### config.mk
export PLATFORM = sky130hd
export DESIGN_NAME = alu_arbiter
export DESIGN_NICKNAME = d
export VERILOG_FILES = /design/src/rtl/alu_arbiter.sv
export SDC_FILE = /design/constraint.sdc
export NUM_CORES = 1
export LEC_CHECK = 0
export BUFFER_PORTS_ARGS = -buffer_cell sky130_fd_sc_hd__buf_4
export CORE_ASPECT_RATIO = 2
export CORE_MARGIN = 2
export CORE_UTILIZATION = 46
export DETAILED_ROUTE_END_ITERATION = 8
export HOLD_SLACK_MARGIN = 0.06
export PLACE_DENSITY = 0.78
export SYNTH_ARGS = -nofsm -noshare
export SYNTH_HDL_FRONTEND = slang
export SYNTH_SLANG_ARGS = --single-unit
export TNS_END_PERCENT = 10
### constraint.sdc
create_clock -name Clock -period 1.5 [get_ports Clock]
set_input_delay 0.3 -clock Clock [delete_from_list [all_inputs] [get_ports Clock]]
set_output_delay 0.3 -clock Clock [all_outputs]
set_load 0.02 [all_outputs]
### src/rtl/alu_arbiter.sv
// Round-robin arbiter/sequencer: two requesters share one 4-bit ALU, one op per 3 cycles.
// Latency: accept at t, ALU operands valid t+1, result and done at t+2. Ready only in IDLE, for the winner only.
module alu_arbiter #(
    parameter int CNT_W = 8
) (
    input  logic             Clock,
    input  logic             Resetn,
    input  logic             req0_valid,
    input  logic [3:0]       req0_a,
    input  logic [3:0]       req0_b,
    input  logic [1:0]       req0_func,
    output logic             req0_ready,
    output logic             req0_done,
    output logic [7:0]       req0_result,
    input  logic             req1_valid,
    input  logic [3:0]       req1_a,
    input  logic [3:0]       req1_b,
    input  logic [1:0]       req1_func,
    output logic             req1_ready,
    output logic             req1_done,
    output logic [7:0]       req1_result,
    output logic [3:0]       alu_a,
    output logic [3:0]       alu_b,
    output logic [1:0]       alu_func,
    input  logic [7:0]       alu_out,
    output logic             busy,
    output logic             grant_id,
    output logic [CNT_W-1:0] op_count
);

    typedef enum logic [1:0] {IDLE, EXEC, DONE} state_t;

    state_t state, state_nxt;
    logic   last_grant;
    logic   win;
    logic   accept;

    always_ff @(posedge Clock or negedge Resetn) begin
        if (!Resetn) begin
            state <= IDLE;
        end else begin
            state <= state_nxt;
        end
    end

    // On a tie the requester that did not own the previous operation wins.
    always_comb begin
        state_nxt = state;
        win       = 1'b0;
        accept    = 1'b0;
        case (state)
            IDLE: begin
                if (req0_valid && req1_valid) begin
                    win = ~last_grant;
                end else begin
                    win = ~req0_valid;
                end
                accept = req0_valid | req1_valid;
                if (accept) begin
                    state_nxt = EXEC;
                end
            end
            EXEC:    state_nxt = DONE;
            DONE:    state_nxt = IDLE;
            default: state_nxt = IDLE;
        endcase
    end

    always_comb begin
        req0_ready = accept & ~win;
        req1_ready = accept & win;
        req0_done  = (state == DONE) & ~grant_id;
        req1_done  = (state == DONE) & grant_id;
        busy       = (state != IDLE);
    end

    always_ff @(posedge Clock or negedge Resetn) begin
        if (!Resetn) begin
            alu_a       <= 4'd0;
            alu_b       <= 4'd0;
            alu_func    <= 2'd0;
            grant_id    <= 1'b0;
            last_grant  <= 1'b1;
            req0_result <= 8'd0;
            req1_result <= 8'd0;
            op_count    <= '0;
        end else begin
            if (accept) begin
                alu_a      <= win ? req1_a    : req0_a;
                alu_b      <= win ? req1_b    : req0_b;
                alu_func   <= win ? req1_func : req0_func;
                grant_id   <= win;
                last_grant <= win;
            end
            if (state == EXEC) begin
                if (grant_id) begin
                    req1_result <= alu_out;
                end else begin
                    req0_result <= alu_out;
                end
            end
            if (state == DONE) begin
                op_count <= op_count + CNT_W'(1);
            end
        end
    end

endmodule

Yosys cells after proc, flatten, opt, wreduce, memory -nomap -nowiden:

Index checks and enable logic that the tools add are counted.

* input bits: 32
* register bits: 38
* output and inout bits: 40
* logic and storage cells: 35

* equality and inequality tests: 3
* mux-type cells: 8
* add/sub/neg operators: 1
* reduce and logical (&&, ||, !) cells: 5
* bitwise operators: 9

Operators with widths (count)
* $add 8x1->8 const B: 1
* $mux 4: 2
* $and 1x1->1: 4
* $mux 2: 2
* $not 1->1: 4
* $pmux 2 s2: 1
* $reduce_and 2->1: 2
* $mux 1: 3
* $eq 2x1->1 const B: 1
* $eq 2x2->1 const B: 1
* $logic_not 2->1: 1
* $ne 2x2->1 const B: 1
* $reduce_bool 2->1: 1
* $logic_and 1x1->1: 1
* $or 1x1->1: 1

Depth between registers and ports, before layout:

* depth in word-level cells: 5
* gate-level depth with buffers: 4
* depth with buffers taken out: 3

Worst setup path after synthesis:

OpenSTA, ideal clock, no wires.

* kind: register to output
* start point: reg last_grant
* end point: out req0_ready
* stages on the path, launching flop included: 4
* buffers on the path: 1
* setup slack: 0.102 ns
* required time: 1.200 ns
* arrival: 1.098 ns
* cell sequence: dfstp_2 -> nand2b_1 -> clkbuf_1 -> and3_1

* word-level cells in the longest chain between the ends: 5

RTL lines
* start, declared: RTL line 34 `logic last_grant;`
* start signal, assigned: RTL line 93 `last_grant <= win;`
* $not 1->1: RTL line 54 `win = ~last_grant;`
* $mux 1: RTL line 53 `if (req0_valid && req1_valid) begin`
* $mux 1: RTL line 51 `case (state)`
* $not 1->1: RTL line 70 `req0_ready = accept & ~win;`
* $and 1x1->1: RTL line 70
* end, declared: RTL line 12 `output logic req0_ready,`

No other way between the ends.

Final worst setup path:

Same ends and word-level chain as after synthesis.

==> run_results.csv <==
group,metric,value,unit
finish,final_common_cell,"buf_4",
drt,wirelength,3916,um
min_path,hold_path.class,"in2reg",
drt,wire_per_inst,17.33,um
placement,hpwl,2919,um
synthesis,syn_inst,114,
worst_setup_path,start_kind,"flop",
finish,diodes,0,
worst_setup_path,cp.arrival,1260,ps
synthesis,synth_fp_nets,147,
global_route,grt_remaining_overflow,0,
placement,gp_congestion,0.7252,
floorplanning,dieArea,4065,um^2
finish,instances_no_fill,226,
pwr,p_per_area,2332,nW/um^2
cts,cts-root-buf,"clkbuf_8",
synthesis,synthDistinctLibCells,28,
synthesis,yosys.area.top_type_share,56.79,%
synthesis,synth.area.top_cells,"dfrtp_1, mux2_4, mux2_2",
synthesis,ys_async_sr_fraction,100.0,%
global_route,grt_pass1_wl,6072,um
sta,timing.fmax,0.6411,GHz
worst_setup_path,critical-path-max-stage-delay,550,ps
worst_setup_path,cp.required,1200,ps
worst_setup_path,cp_max_fo,3,
cts,cts_tree,"done",
cts,cts.sinks,38,
sta,drv_slew,0,
finish,final_layout_size_suffix_gt1_share,57.73,%
pwr,finalPower,5504,uW
cts,cts_buffers,5,
cts,htree_levels,2,
drt,vias,1265,
floorplanning,rows,30,
sta,slew_headroom,68.32,%
sta,setup_slack,-59.88,ps
drt,drcViolationCount,0,
floorplanning,coreArea,3378,um^2
finish,mostFrequentLayoutCells,"buf_4, dfrtp_1, and4_1, a221o_1, mux2_2",
sta,finalCritPeriodShare,104.0,%
worst_setup_path,end_kind,"primary output",
sta,finClkSkew,1.797,ps
global_route,grt_max_degree,39,
drt,vias_per_cell,5.597,
sta,finalSetupViolations,4,
synthesis,synth.avg_cell_area,14.30,um^2
synthesis,ys.flop_type,"dfrtp_1",
outcome,violations,"negative setup slack",
floorplanning,chipWidth,46.10,um
finish,areaGrowthSynthToFinish,44.74,%
drt,drt_iter0_drc,16,
synthesis,ys_seq_elements,38,
drt,first_pass_iters,4,
job,cap_violations,0,
synthesis,synth_warnings,0,
drt,ant_nets,0,
cts,clock_latency,290,ps
worst_setup_path,cp_slowest_cell,"dfstp_2",
worst_setup_path,critical_path_class,"reg2out",
synthesis,yosysTopAreaCell,"dfrtp_1",
synthesis,synth-edff-count,0,
pwr,peakVddDrop,1352,uV
global_route,antenna_found_initial,0,
global_route,grt_use_total,20.71,%
placement,numPortBuffers,71,
pwr,leakage,0.001172,uW
sta,hold_violations,0,
floorplanning,num_io_pins,72,
finish,nets,226,
global_route,first_global_vias,1337,
cts,clock_path_buffers,2,
floorplanning,start_util,48.26,%
cts,cts.clk_slew.worst_paths,70,ps
placement,place_inst,215,
sta,rsz0062_at_grt,"yes",
sta,tightest_slew,475.1,ps
synthesis,netlist_area,1630,um^2
outcome,status,"finished, violations left",
floorplanning,die_h,88.19,um
sta,post-route-min-period,1560,ps
synthesis,synth.yosys.seq_area_share,58.40,%
worst_setup_path,cp_cell_sequence,"nand2b_4 -> and3_4 -> buf_6",
per-layer routing:
metal | GRT usage (%) | part of all wire, % | up-vias
met5 | 0 | 0 | -
met3 | 5.361 | 6.2 | 9
met1 | 23.24 | 35 | 628
met4 | 8.831 | 2.1 | 0
li1 | - | - | 577
met2 | 35.35 | 57 | 51
Yosys cell counts, types with 2 or more instances:
cell type / instances
buf_6: 2
xnor2_1: 6
a21o_1: 2
mux2_2: 9
mux2_4: 8
clkbuf_1: 2
a221o_1: 10
and3_1: 2
nand2_1: 3
inv_1: 2
nor2b_1: 2
nand4_1: 4
dfrtp_1: 37
buf_2: 2
and4_1: 10
sequential cells by signal, summed over array words and instances (netlist names):
| name | cells |
|---|---|
| req0_result | 8 |
| grant_id | 1 |
| alu_func | 2 |
| alu_a | 4 |
| state | 2 |
| req1_result | 8 |
| op_count | 8 |
| last_grant | 1 |
| alu_b | 4 |
layout make-up:
type / instances / area [um^2]
Clock buffer: 7 / 86.33
Fill cell: 254 / 1018
Sequential cell: 38 / 954.7
Timing Repair Buffer: 79 / 619.3
Tap cell: 32 / 40.04
Multi-Input combinational cell: 67 / 646.9
Inverter: 2 / 7.507
Clock inverter: 1 / 5.005
logic make-up after synthesis:
group / after synthesis / share of synthesized area, %
mux: 17 / 13.58
compound gates: 13 / 7.367
xor+xnor: 7 / 3.761
fa+ha+maj: 1 / 0.7673
buf+inv: 9 / 3.147
simple gates: 29 / 12.97
flops: 38 / 58.40
report_power, final:
group          switching, uW  internal [uW]
registers                392           1530
logic                   1380           1490
clock network            343            371
total                   2120           3390
stage by stage:
| step | TNS (ps) | setup WS [ps] | hold slack (ps) | cell area (um^2) | util [%] |
|---|---|---|---|---|---|
| 2_1_floorplan | 0 | 101.6 | 4.409 | 1630 | - |
| 3_3_place_gp | 0 | 173.4 | 279.2 | 2210 | 65.41 |
| 3_5_place_dp | 0 | 142.4 | 292.2 | 2210 | 65.41 |
| 4_1_cts | -226.5 | -55.91 | 233.7 | 2346 | 69.44 |
| 5_1_grt | -351.3 | -99.16 | 232.7 | 2360 | 69.85 |
| 6_report | -87.16 | -59.88 | 240.7 | 2360 | 69.85 |
repair_timing:
item                                    in CTS  in global routing
endpoints found under the hold margin       37                  0
endpoints found under the setup margin       5                  5
gates resized for setup                      5                  5
pin swaps                                    2                  0
hold buffers                                 1                  0
buffers inserted                             2                  0
worst paths after layout:
check / startpoint / end / slack [ps] / cells past startpoint
setup / recovery: last_grant / req0_ready / -60 / 3
max in group asynchronous: Resetn / state[1] / 630 / 2
hold / removal: req1_func[0] / alu_func[0] / 240 / 2
hold reg to reg: op_count[7] / op_count[7] / 480 / 1
min in group asynchronous: Resetn / op_count[5] / 510 / 2
setup reg to reg: last_grant / alu_a[3] / 70 / 4
critical path: cells and delay by family (launching register included):
| family | cells | cell delay [ps] |
|---|---|---|
| AND/OR/NAND/NOR | 2 | 300 |
| buffers and inverters | 1 | 110 |
| flip-flops | 1 | 550 |
No activity file was read; power rests on OpenSTA's default activity.
